$ cat config.mk
export PLATFORM = sky130hd
export DESIGN_NAME = alu_mc
export DESIGN_NICKNAME = d
export VERILOG_FILES = /design/src/rtl/alu_pkg.sv /design/src/rtl/alu_mc_iter.sv /design/src/rtl/alu_mc.sv
export SDC_FILE = /design/constraint.sdc
export NUM_CORES = 1
export LEC_CHECK = 0
export ABC_CLOCK_PERIOD_IN_PS = 5400
export CAP_MARGIN = 20
export CORE_MARGIN = 4
export CORE_UTILIZATION = 55
export DETAILED_ROUTE_END_ITERATION = 10
export PLACE_DENSITY = 0.75
export SYNTH_ARGS = -nofsm -noshare
export SYNTH_HDL_FRONTEND = slang
export SYNTH_SLANG_ARGS = --single-unit
$ cat constraint.sdc
create_clock -name clk -period 5.4 [get_ports clk]
set_input_delay 1.08 -clock clk [delete_from_list [all_inputs] [get_ports clk]]
set_output_delay 1.08 -clock clk [all_outputs]
set_load 0.05 [all_outputs]
$ cat src/rtl/alu_pkg.sv
// Shared opcodes, FSM state encoding and op classification for the multi-cycle ALU.
// ALU_DIV_EN adds the DIV state and the divu/remu opcodes to the iterative set.
package alu_pkg;

   localparam logic [3:0] ALU_AND  = 4'b0000;
   localparam logic [3:0] ALU_OR   = 4'b0001;
   localparam logic [3:0] ALU_ADD  = 4'b0010;
   localparam logic [3:0] ALU_XOR  = 4'b0011;
   localparam logic [3:0] ALU_SUB  = 4'b0110;
   localparam logic [3:0] ALU_SLT  = 4'b0111;
   localparam logic [3:0] ALU_SLL  = 4'b1000;
   localparam logic [3:0] ALU_SRL  = 4'b1001;
   localparam logic [3:0] ALU_SRA  = 4'b1010;
   localparam logic [3:0] ALU_SLTU = 4'b1011;
   localparam logic [3:0] ALU_NOR  = 4'b1100;
   localparam logic [3:0] ALU_MUL  = 4'b1101;
   localparam logic [3:0] ALU_DIVU = 4'b1110;
   localparam logic [3:0] ALU_REMU = 4'b1111;

   typedef enum logic [1:0] {
      ST_IDLE = 2'd0,
      ST_MUL  = 2'd1,
`ifdef ALU_DIV_EN
      ST_DIV  = 2'd3,
`endif
      ST_DONE = 2'd2
   } state_t;

   function automatic logic is_iterative(input logic [3:0] op);
`ifdef ALU_DIV_EN
      return (op == ALU_MUL) || (op == ALU_DIVU) || (op == ALU_REMU);
`else
      return (op == ALU_MUL);
`endif
   endfunction

endpackage

$ cat src/rtl/alu_mc_iter.sv
// Iterative shift/add datapath: multiply, plus restoring divide under ALU_DIV_EN.
// Loads on start, steps WIDTH times (busy_o), then pulses done_o for one cycle.
module alu_mc_iter
   import alu_pkg::*;
#(
   parameter int WIDTH = 32
) (
   input  logic             clk,
   input  logic             rst_n,
   input  logic             flush,
   input  logic             start,
`ifdef ALU_DIV_EN
   input  logic             div_sel,
   input  logic             rem_sel,
`endif
   input  logic [WIDTH-1:0] in1,
   input  logic [WIDTH-1:0] in2,
   output logic             busy_o,
   output logic             done_o,
   output logic [WIDTH-1:0] res_o
);

   localparam int CW = $clog2(WIDTH) + 1;

   // acc: product / partial remainder; a: multiplicand / dividend-quotient; b: multiplier / divisor
   logic [WIDTH-1:0] acc_q, acc_d, a_q, a_d, b_q, b_d;
   logic [CW-1:0]    cnt_q, cnt_d;
   logic             done_q, done_d;
`ifdef ALU_DIV_EN
   logic             div_q, div_d, rem_q, rem_d;
   logic [WIDTH:0]   trial, diff;
`endif

   always_comb begin
      acc_d  = acc_q;
      a_d    = a_q;
      b_d    = b_q;
      cnt_d  = cnt_q;
      done_d = 1'b0;
`ifdef ALU_DIV_EN
      div_d  = div_q;
      rem_d  = rem_q;
      trial  = {acc_q, a_q[WIDTH-1]};
      diff   = trial - {1'b0, b_q};
`endif
      if (flush) begin
         cnt_d = '0;
      end else if (start) begin
         acc_d = '0;
         a_d   = in1;
         b_d   = in2;
         cnt_d = CW'(WIDTH);
`ifdef ALU_DIV_EN
         div_d = div_sel;
         rem_d = rem_sel;
`endif
      end else if (cnt_q != '0) begin
         cnt_d  = cnt_q - CW'(1);
         done_d = (cnt_q == CW'(1));
`ifdef ALU_DIV_EN
         // A zero divisor never borrows, giving all-ones quotient and remainder = dividend
         if (div_q) begin
            if (!diff[WIDTH]) begin
               acc_d = diff[WIDTH-1:0];
               a_d   = {a_q[WIDTH-2:0], 1'b1};
            end else begin
               acc_d = trial[WIDTH-1:0];
               a_d   = {a_q[WIDTH-2:0], 1'b0};
            end
         end else
`endif
         begin
            if (b_q[0]) acc_d = acc_q + a_q;
            a_d = a_q << 1;
            b_d = b_q >> 1;
         end
      end
   end

   always_ff @(posedge clk or negedge rst_n) begin
      if (!rst_n) begin
         acc_q  <= '0;
         a_q    <= '0;
         b_q    <= '0;
         cnt_q  <= '0;
         done_q <= 1'b0;
`ifdef ALU_DIV_EN
         div_q  <= 1'b0;
         rem_q  <= 1'b0;
`endif
      end else begin
         acc_q  <= acc_d;
         a_q    <= a_d;
         b_q    <= b_d;
         cnt_q  <= cnt_d;
         done_q <= done_d;
`ifdef ALU_DIV_EN
         div_q  <= div_d;
         rem_q  <= rem_d;
`endif
      end
   end

   assign busy_o = (cnt_q != '0);
   assign done_o = done_q;
`ifdef ALU_DIV_EN
   assign res_o  = (div_q && !rem_q) ? a_q : acc_q;
`else
   assign res_o  = acc_q;
`endif

endmodule

$ cat src/rtl/alu_mc.sv
// Registered multi-cycle ALU: 1-cycle logic/arith, WIDTH+1 cycles for mul (and divu/remu with ALU_DIV_EN).
// Valid/ready both sides; result held until out_ready; flush kills in-flight work and pending output.
module alu_mc
   import alu_pkg::*;
#(
   parameter int WIDTH = 32,
   parameter int OPW   = 4
) (
   input  logic             clk,
   input  logic             rst_n,
   input  logic             in_valid,
   output logic             in_ready,
   input  logic [OPW-1:0]   op,
   input  logic [WIDTH-1:0] in1,
   input  logic [WIDTH-1:0] in2,
   input  logic             flush,
   output logic             out_valid,
   input  logic             out_ready,
   output logic [WIDTH-1:0] out,
   output logic             zero,
   output logic             busy
);

   localparam int SHW = $clog2(WIDTH);

   state_t           state_q, state_d;
   logic [WIDTH-1:0] out_q, out_d, alu_res, iter_res;
   logic             zero_q, zero_d, out_vld_q, out_vld_d;
   logic             accept, iter_start, iter_done, iter_busy;
   logic [SHW-1:0]   shamt;

   assign in_ready   = (state_q == ST_IDLE) || ((state_q == ST_DONE) && out_ready);
   assign accept     = in_valid && in_ready && !flush;
   assign iter_start = accept && is_iterative(op);
   assign shamt      = in2[SHW-1:0];

   always_comb begin
      alu_res = '0;
      case (op)
         ALU_ADD:  alu_res = in1 + in2;
         ALU_SUB:  alu_res = in1 - in2;
         ALU_AND:  alu_res = in1 & in2;
         ALU_OR:   alu_res = in1 | in2;
         ALU_XOR:  alu_res = in1 ^ in2;
         ALU_NOR:  alu_res = ~(in1 | in2);
         ALU_SLT:  alu_res = {{(WIDTH-1){1'b0}}, ($signed(in1) < $signed(in2))};
         ALU_SLTU: alu_res = {{(WIDTH-1){1'b0}}, (in1 < in2)};
         ALU_SLL:  alu_res = in1 << shamt;
         ALU_SRL:  alu_res = in1 >> shamt;
         ALU_SRA:  alu_res = $signed(in1) >>> shamt;
         default:  alu_res = '0;
      endcase
   end

   always_comb begin
      state_d   = state_q;
      out_d     = out_q;
      zero_d    = zero_q;
      out_vld_d = out_vld_q;
      if (flush) begin
         state_d   = ST_IDLE;
         out_vld_d = 1'b0;
      end else begin
         case (state_q)
            ST_IDLE, ST_DONE: begin
               if ((state_q == ST_DONE) && out_ready) begin
                  state_d   = ST_IDLE;
                  out_vld_d = 1'b0;
               end
               if (accept) begin
                  if (is_iterative(op)) begin
`ifdef ALU_DIV_EN
                     state_d = (op == ALU_MUL) ? ST_MUL : ST_DIV;
`else
                     state_d = ST_MUL;
`endif
                     out_vld_d = 1'b0;
                  end else begin
                     state_d   = ST_DONE;
                     out_d     = alu_res;
                     zero_d    = (alu_res == '0);
                     out_vld_d = 1'b1;
                  end
               end
            end
            default: begin
               if (iter_done) begin
                  state_d   = ST_DONE;
                  out_d     = iter_res;
                  zero_d    = (iter_res == '0);
                  out_vld_d = 1'b1;
               end
            end
         endcase
      end
   end

   always_ff @(posedge clk or negedge rst_n) begin
      if (!rst_n) begin
         state_q   <= ST_IDLE;
         out_q     <= '0;
         zero_q    <= 1'b0;
         out_vld_q <= 1'b0;
      end else begin
         state_q   <= state_d;
         out_q     <= out_d;
         zero_q    <= zero_d;
         out_vld_q <= out_vld_d;
      end
   end

   alu_mc_iter #(.WIDTH(WIDTH)) u_iter (
      .clk     (clk),
      .rst_n   (rst_n),
      .flush   (flush),
      .start   (iter_start),
`ifdef ALU_DIV_EN
      .div_sel ((op == ALU_DIVU) || (op == ALU_REMU)),
      .rem_sel (op == ALU_REMU),
`endif
      .in1     (in1),
      .in2     (in2),
      .busy_o  (iter_busy),
      .done_o  (iter_done),
      .res_o   (iter_res)
   );

   assign out       = out_q;
   assign zero      = zero_q;
   assign out_valid = out_vld_q;
   assign busy      = iter_busy;

endmodule

# [After elaboration in Yosys (flattened, before gate mapping)]
# Index checks and enable logic that the tools add are counted.
[word_totals] ff_bits=139 latchBits=0 ram_bits=0 rom_bits=0 out_inout_bits=36 n_memories=0
[op_classes] add_sub_neg=4 mul=0 div=0 order_cmp=2 n_eq_ne=16 n_shift=3 n_mux=34 bitwise_logic=5 n_reduce_logical=21
[op_table] operator="2-to-1 mux 32 bit" count=11
[op_table] operator="one-hot mux 32 bit (11 select lines)" count=1
[op_table] operator="adder 32 bit" count=2
[op_table] operator="zero test 32 bit" count=2
[op_table] operator="< comparator 32 bit" count=2
[op_table] operator="AND 32 bit" count=1
[op_table] operator="NOT 32 bit" count=1
[op_table] operator="bitwise OR 32 bit" count=1
[op_table] operator="left shift 32 x 5 -> 32 bit" count=1
[op_table] operator="right shift 32 x 5 -> 32 bit" count=1
[op_table] operator=">>> shifter 32 x 5 -> 32 bit" count=1
[op_table] operator="subtractor 32 bit" count=1
[op_table] operator="bitwise XOR 32 bit" count=1
[op_table] operator="== test 4 bit, second input constant" count=6
[op_table] operator="2-to-1 mux 6 bit" count=3
[op_table] operator="2-to-1 mux 1 bit" count=13
[op_table] operator="2-to-1 mux 2 bit" count=6
[op_table] operator="== test 4 x 2 -> 1 bit, second input constant" count=2
[op_table] operator="== test 4 x 3 -> 1 bit, second input constant" count=2
[op_table] operator="== test 6 x 1 -> 1 bit, second input constant" count=1
[op_table] operator="nonzero test 2 bit" count=3
[op_table] operator="nonzero test 3 bit" count=2
[op_table] operator="nonzero test 6 bit" count=1
[op_table] operator="subtractor 6 x 1 -> 6 bit, second input constant" count=1
[op_table] operator="other kinds (14)" count=19

# [Longest topological paths before layout]
# Gate-level depths: netlist of the first run.
[logic_depth] ltp_word=8 mapped_depth=18 depth_no_buf=16

# [Cells and area by module]
# From an unflattened synthesis of the first run, not the netlist that was laid out.
[unflattened] cells_unflattened=2317 area_unflattened_um2=18106.1
[by_module_without_submodules] module="alu_mc" n_inst=1 cells_per_inst=1671 area_per_inst_um2=12021.5 seq_area_each_um2=875.8
[by_module_without_submodules] module="alu_mc_iter" n_inst=1 cells_per_inst=646 area_per_inst_um2=6084.6 seq_area_each_um2=2577.5

# [Worst setup path after synthesis of the first run]
# No wires, ideal clock.
[synth_timing] path_type="input port to flip-flop" startpoint="in in2[3]" endpoint="reg out_q[23] (netlist: out[23])" arrival_ps=4889 required_time_ps=5275 path_slack_ps=386 stages=17 path_cell_list="inv_1 > clkbuf_1 > clkbuf_1 > clkbuf_1 > ha_1 > inv_1 > o311ai_0 > a211oi_1 > a21o_1 > a31o_2 > a21oi_1 > o41ai_1 > a21oi_1 > xor2_1 > a2111oi_0 > o21ai_0 > mux2_2"
[synth_via] elab_chain_cells=5 word_cells_on_any_way=9 classes_between="add/sub (2); shift (3); mux (4)"
[synth_rtl] item="start, declared" line_no="alu_mc.sv:15" rtl="input logic [WIDTH-1:0] in2,"
[synth_rtl] item="subtractor 32 bit, or another cell as far along" line_no="alu_mc.sv:41" rtl="ALU_SUB: alu_res = in1 - in2;"
[synth_rtl] item="one-hot mux 32 bit (11 select lines) (*)" line_no="alu_mc.sv:39" rtl="case (op)"
[synth_rtl] item="2-to-1 mux 32 bit (*)" line_no="alu_mc.sv:71" rtl="if (is_iterative(op)) begin"
[synth_rtl] item="2-to-1 mux 32 bit (*)" line_no="alu_mc.sv:70" rtl="if (accept) begin"
[synth_rtl] item="2-to-1 mux 32 bit (*)" line_no="alu_mc.sv:64" rtl="case (state_q)"
[synth_rtl] item="end signal, assigned" line_no="alu_mc.sv:106" rtl="out_q <= out_d;"
[synth_rtl] item="end, declared" line_no="alu_mc.sv:27" rtl="logic [WIDTH-1:0] out_q, out_d, alu_res, iter_res;"
# Mark *: on every way between the ends. The rest lies on a longest branch, timed or not. The select of a mux whose other input is x is not followed.
# A chain may end at the register's enable or synchronous reset.

# [Final worst setup path of the first run]
[layout_timing] startpoint="in in1[0]" endpoint="reg zero_q (netlist: zero)"
[layout_via] elab_chain_cells=7 word_cells_on_any_way=16 classes_between="add/sub (2); order compare (2); shift (3); mux (4); bitwise (4); reduce/logical (1)"
[layout_rtl] item="start, declared" line_no="alu_mc.sv:14" rtl="input logic [WIDTH-1:0] in1,"
[layout_rtl] item="parallel branches: the longest is 2 deep, another holds subtractor 32 bit"
[layout_rtl] item="one-hot mux 32 bit (11 select lines) (*)" line_no="alu_mc.sv:39"
[layout_rtl] item="zero test 32 bit (*)" line_no="alu_mc.sv:81" rtl="zero_d = (alu_res == '0);"
[layout_rtl] item="2-to-1 mux 1 bit (*)" line_no="alu_mc.sv:71"
[layout_rtl] item="2-to-1 mux 1 bit (*)" line_no="alu_mc.sv:70"
[layout_rtl] item="2-to-1 mux 1 bit (*)" line_no="alu_mc.sv:64"
[layout_rtl] item="end signal, assigned" line_no="alu_mc.sv:107" rtl="zero_q <= zero_d;"
[layout_rtl] item="end, declared" line_no="alu_mc.sv:28" rtl="logic zero_q, zero_d, out_vld_q, out_vld_d;"
# Mark *: on every way between the ends. The select of a mux whose other input is x is not followed.

==> results of run 1 <==
[metal layers]
layer | up-vias | global-route usage
met3 | 355 | 0.114
met2 | 1516 | 0.664
met1 | 9254 | 0.583
li1 | 8275 | -
met5 | - | 0
met4 | 0 | 0.230
[kinds of logic (layout without fill, tap and decap cells)]
family	after synthesis	in the layout	share of synthesized area
mux	191	191	0.146
xor+xnor	43	43	0.0222
buf+inv	260	416	0.0638
compound gates	699	699	0.270
fa+ha+maj	140	140	0.104
simple gates	682	682	0.190
other cells	0	1	0
flops	138	138	0.203
[stage by stage]
stage / setup TNS (ns) / utilization
2_1_floorplan: 0 / -
3_3_place_gp: -0.0115 / 0.630
3_5_place_dp: -0.00921 / 0.630
4_1_cts: 0 / 0.650
5_1_grt: 0 / 0.651
6_report: 0 / 0.651
[area by class of cell]
class | instances | area (um2)
Multi-Input combinational cell | 1755 | 12500
Fill cell | 2599 | 10700
Sequential cell | 138 | 3450
Timing Repair Buffer | 272 | 2380
Tap cell | 396 | 495
Clock buffer | 21 | 460
Inverter | 113 | 424
Clock inverter | 10 | 144
Antenna cell | 1 | 2.50
[state kept, by name (all words and copies together), names as in the netlist]
| signal | cells |
|---|---|
| out | 32 |
| state_q | 2 |
| u_iter.a_q | 32 |
| u_iter.b_q | 32 |
| u_iter.cnt_q | 6 |
| u_iter.done_o | 1 |
| u_iter.res_o | 32 |
| zero | 1 |
[how the worst max path moves through the flow]
stage | startpoint | end | slack [ns] | cells after the start
6_report | in1[0] | zero | 0.20 | 17
5_1_grt | in2[2] | zero | 0.04 | 15
4_1_cts | in2[2] | zero | 0.40 | 15
3_5_place_dp | in2[2] | zero | -0.009 | 15
3_3_place_gp | in2[2] | zero | -0.01 | 14
2_1_floorplan | in2[3] | out[23] | 0.39 | 17
[critical path, stage by stage]
cell             delay, ns
clkdlybuf4s50_1       0.51
inv_1                 0.12
ha_1                  0.19
inv_1                 0.06
fa_1                  0.37
nor2b_1               0.15
o21ai_1               0.29
a211oi_1              0.18
o21ba_1               0.27
or2_2                 0.33
a21boi_1              0.24
o221ai_1              0.17
a221oi_1              0.72
nand3_1               0.18
nor4_2                0.28
nand4_1               0.14
o31ai_2               0.26
[synthesized netlist by cell type (all sizes together), types with 15 or more instances]
cell and number:
nand2 265, o21ai 196, nor2 157, a21oi 145, dfrtp 138, ha 137, mux2i 116, inv 112
clkbuf 106, nor3 48, mux4 42, buf 41, nand3 35, mux2 33, o211ai 31, a21o 28
o22ai 28, nor4 27, xnor2 27, a22oi 26, a31oi 24, a211oi 22, nand2b 22, nor2b 22
nand4 20, o31ai 18, a221oi 16, xor2 16, o21a 15, o21bai 15, o221ai 15
[power groups by stage]
| stage | registers (W) | logic [W] | clock network [W] |
|---|---|---|---|
| after global routing | 0.00179 | 0.00353 | 0.00127 |
| after CTS | 0.00173 | 0.00320 | 0.00122 |
| final | 0.00175 | 0.00330 | 0.00122 |
| after floorplan | 0.00182 | 0.00198 | 0 |
| after detailed placement | 0.00175 | 0.00315 | 0 |
| after global placement | 0.00173 | 0.00305 | 0 |
==> flow_metrics.tcl, run 1 <==
set metrics [dict create \
    seq_area_frac_synth 0.203 \
    rows 64 \
    grt_overflow 0 \
    worst_setup_path_start_kind "input port" \
    p_comb_frac 0.526 \
    dieArea_um2 33800 \
    cap_violations 0 \
    place_ws_ns -0.00921 \
    viasPerCell 7.17 \
    synth_area_um2 17000 \
    worstRegToRegCells 15 \
    core-area_um2 30500 \
    wirelength_mm 76.4 \
    start_util 0.557 \
    ir_worst_vdd_mv 0.345 \
    status "finished clean" \
    power_density_nw_per_um2 316 \
    wl_met3_mm 9.75 \
    instances_no_fill 2706 \
    grt_pass1_wl_mm 114 \
    antenna_found_initial 1 \
    die_w_um 184 \
    drt-met1-wl_mm 29.0 \
    p_int_w 0.00344 \
    slew_headroom 0.265 \
    holdPathStages 1 \
    worst_slack_ns 0.203 \
    clk_latency_ns 0.44 \
    leakagePower_nw 8.70 \
    cts_buffers 17 \
    r2r-end "u_iter.res_o[30]" \
    r2r-start "u_iter.a_q[0]" \
    hold_ws_ns 0.473 \
    cp-end-kind "flop" \
    place_area_um2 19200 \
    area_delta_synth_final_pct 16.9 \
    synth_ff_type "dfrtp_1" \
    yosysWarnings 0 \
    tritoncts "yes" \
    cts_num_sinks 138 \
    synth.distinct_cells 94 \
    hold_end "state_q[0]" \
    ant_nets 0 \
    post_drt_wl_per_cell_um 28.2 \
    grt_max_degree 134 \
    routabilityCongestion 1.14 \
    hold_viol_final 0 \
    power_frac_seq 0.279 \
    crit_type "in -> reg" \
    top_layer "met4" \
    drc_errors 0 \
    clockPowerShare 0.194 \
    fin_nets 2510 \
    cts_resized 0 \
    period_share 0.962 \
    drt_iter0_markers 2930 \
    p_sw_w 0.00283 \
    dp_hpwl_mm 59.1 \
    period_minus_slack_ns 5.20 \
    hp-start "u_iter.done_o" \
    clk_pin_slew_worst_paths_ns 0.06 \
    synth_area_leaders "dfrtp_1, ha_1, mux2i_1" \
    final_cell_area_um2 19900 \
    postCtsHoldBufs 0 \
    post_cts_buffers 0 \
    rsz0062_at_grt "false" \
    drive_gt1_frac 0.132 \
    slew_violations 0 \
    swShare 0.452 \
    syn_avg_cell_area_um2 7.89 \
    synth-seq-cells 138 \
    clockRootBuffer "clkbuf_16" \
    ios 109 \
    dr.pass1.iters 9 \
    grt_use_total 0.440 \
    post-place-cells 2673 \
    path_max_fanout 4 \
    r2r_setup_slack_ns 1.54 \
    grt_pass1_vias 18500 \
    ctsLongestPathBuffers 2 \
    synthArstFlopShare 1.00 \
    setup_viol 0 \
    syn-num-nets 2366 \
    netlist.area_leader.share 0.203 \
    dr_wl_met2_mm 32.7 \
    layout_commonest_cell "nand2_1" \
    hold_class "reg -> reg" \
    vias 19400 \
    finClkSkew_ns 0.0152 \
    required_ns 5.73 \
    syn_inst 2153 \
    synth_edf_count 0 \
    post-synth-top-area-cell "dfrtp_1" \
    dieHeight_um 184 \
    worst_pin_slew_ns 1.10 \
    portBuffers 108 \
    worstPathArrival_ns 5.53 \
    total_power_w 0.00627 \
    htreeDepth 4 \
    max_freq_mhz 192 \
    most-common-layout-cells "nand2_1, o21ai_0, buf_4, nor2_1, a21oi_1" \
]
Power figures use the tool's default switching activity.
==> run 2: changes to the inputs <==
Settings changed: ABC_CLOCK_PERIOD_IN_PS 5400 to 4800.
Clock period 5.4 ns to 4.8 ns, I/O delays scaled along.
==> flow_metrics.tcl, run 2 (synthesis gave the netlist of run 1 again) <==
set metrics [dict create \
    met1_usage 0.614 \
    htreeDepth 4 \
    drc_errors 0 \
    core-area_um2 30500 \
    dp_hpwl_mm 61.8 \
    rows 64 \
    grt_overflow 0 \
    grt_use_total 0.467 \
    ios 109 \
    path_buf_inv 6 \
    slowest_delay_ns 0.65 \
    routabilityCongestion 1.11 \
    viasPerCell 7.14 \
    rsz0062_at_grt "false" \
    worst_pin_slew_ns 1.32 \
    grt_pass1_wl_mm 121 \
    period_minus_slack_ns 4.64 \
    worst_path_dominant_cell_family "buffers and inverters" \
    required_ns 5.12 \
    place_ws_ns -0.426 \
    dieArea_um2 33800 \
    final_util 0.685 \
    post_cts_buffers 0 \
    top_usage_layer "met2" \
    ctsLongestPathBuffers 2 \
    area_delta_synth_final_pct 23.0 \
    leakagePower_nw 9.35 \
    worstPathCellList "clkdlybuf4s50_1 > inv_1 > ha_1 > buf_4 > nor4_2 > buf_4 > nand2_1 > nor2_1 > a21oi_1 > buf_4 > a21oi_1 > a2111oi_0 > buf_4 > a221oi_1 > o22a_1 > o21ai_0 > mux2_2" \
    cts_num_sinks 138 \
    clockRootBuffer "clkbuf_16" \
    cp-end-kind "flop" \
    fin_tns_setup_ns 0 \
    worst_slack_ns 0.163 \
    met2_usage 0.710 \
    start_util 0.557 \
    hold_class "reg -> reg" \
    hold_viol_final 0 \
    grtUsageMet3 0.137 \
    slew_violations 0 \
    vias 20300 \
    ant_nets 0 \
    post_drt_wl_per_cell_um 28.6 \
    drt_iter0_markers 2972 \
    fillers 2449 \
    finClkSkew_ns 0.0199 \
    crit_type "in -> reg" \
    worstPathArrival_ns 4.96 \
    tritoncts "yes" \
    die_w_um 184 \
    cap_violations 0 \
    ir_worst_vdd_mv 0.420 \
    max_freq_mhz 216 \
    dieHeight_um 184 \
    drive_gt1_frac 0.181 \
    most-common-layout-cells "buf_4, nand2_1, o21ai_0, nor2_1, a21oi_1" \
    multi_input_area_um2 12500 \
    clk_latency_ns 0.45 \
    fin_nets 2642 \
    critical_path.slowest_cell "clkdlybuf4s50_1" \
    cts_buffers 17 \
    grt_pass1_vias 19300 \
    slew_headroom 0.111 \
    total_power_w 0.00735 \
    place_area_um2 20200 \
    path_max_fanout 6 \
    power_density_nw_per_um2 352 \
    crit_path_frequent_cell "buf_4" \
    setup_viol 0 \
    dr.pass1.iters 6 \
    antenna_found_initial 2 \
    period_share 0.966 \
    final_cell_area_um2 20900 \
    grt_max_degree 133 \
    layout_commonest_cell "buf_4" \
    portBuffers 108 \
    clk_pin_slew_worst_paths_ns 0.07 \
    ff_latch_area_um2 3450 \
    worst_setup_path_start_kind "input port" \
    status "finished clean" \
    wirelength_mm 81.2 \
]
-- run 2: what timing repair did --
item,CTS,global route
gates resized for setup,1,4
hold buffers,0,0
cloned,0,0
endpoints found under the setup margin,1,3
-- run 2: layout make-up --
cell class                 instances  share of cell area
clock inverter                    14             0.00899
sequential                       138               0.165
inverter                         113              0.0203
multi-input combinational       1755               0.599
antenna                            1            0.000120
clock buffer                      17              0.0204
tap                              396              0.0237
timing repair buffer             404               0.162
-- run 2: path summary, 6_finish.rpt --
check / slack (ns) / cells past startpoint / start / to
setup / recovery: 0.16 / 17 / in1[16] / out[31]
hold / removal: 0.48 / 2 / out[7] / out[7]
setup reg to reg: 0.87 / 15 / u_iter.a_q[0] / u_iter.res_o[30]
hold reg to reg: 0.48 / 2 / out[7] / out[7]
max in group asynchronous: 3.20 / 2 / rst_n / out[14]
min in group asynchronous: 0.59 / 1 / rst_n / u_iter.b_q[23]
-- run 2: routing by layer --
| metal | share of wire | vias to the layer above |
|---|---|---|
| met3 | 0.14 | 403 |
| met2 | 0.43 | 1739 |
| met4 | 0.063 | 2 |
| li1 | - | 8540 |
| met5 | 0.00025 | - |
| met1 | 0.37 | 9567 |
-- run 2: stage by stage --
step / hold WS (ns) / cells
final: 0.484 / 2838
after global placement: 0.448 / 2805
after detailed placement: 0.472 / 2805
after floorplan: 0.423 / 2153
after CTS: 0.486 / 2836
after global routing: 0.505 / 2837
-- run 2: worst register-to-register path, stage by stage, from the launching register on --
cell and delay, ns:
dfrtp_1 0.51, ha_1 0.29, inv_1 0.08, fa_1 0.20, nor2b_1 0.05, o21ai_0 0.19, a21boi_0 0.22, o211ai_1 0.38
a31o_2 0.28, a21o_1 0.18, a21oi_1 0.12, a221o_1 0.35, or4_1 0.41, a31oi_1 0.26, xor2_1 0.18, o21ai_0 0.09
-- run 2: report_power, final --
group | switching, W | internal [W] | leakage, nW
Clock | 0.000606 | 0.000829 | 0.297
Combinational | 0.00234 | 0.00156 | 7.24
Sequential | 0.000433 | 0.00157 | 1.82
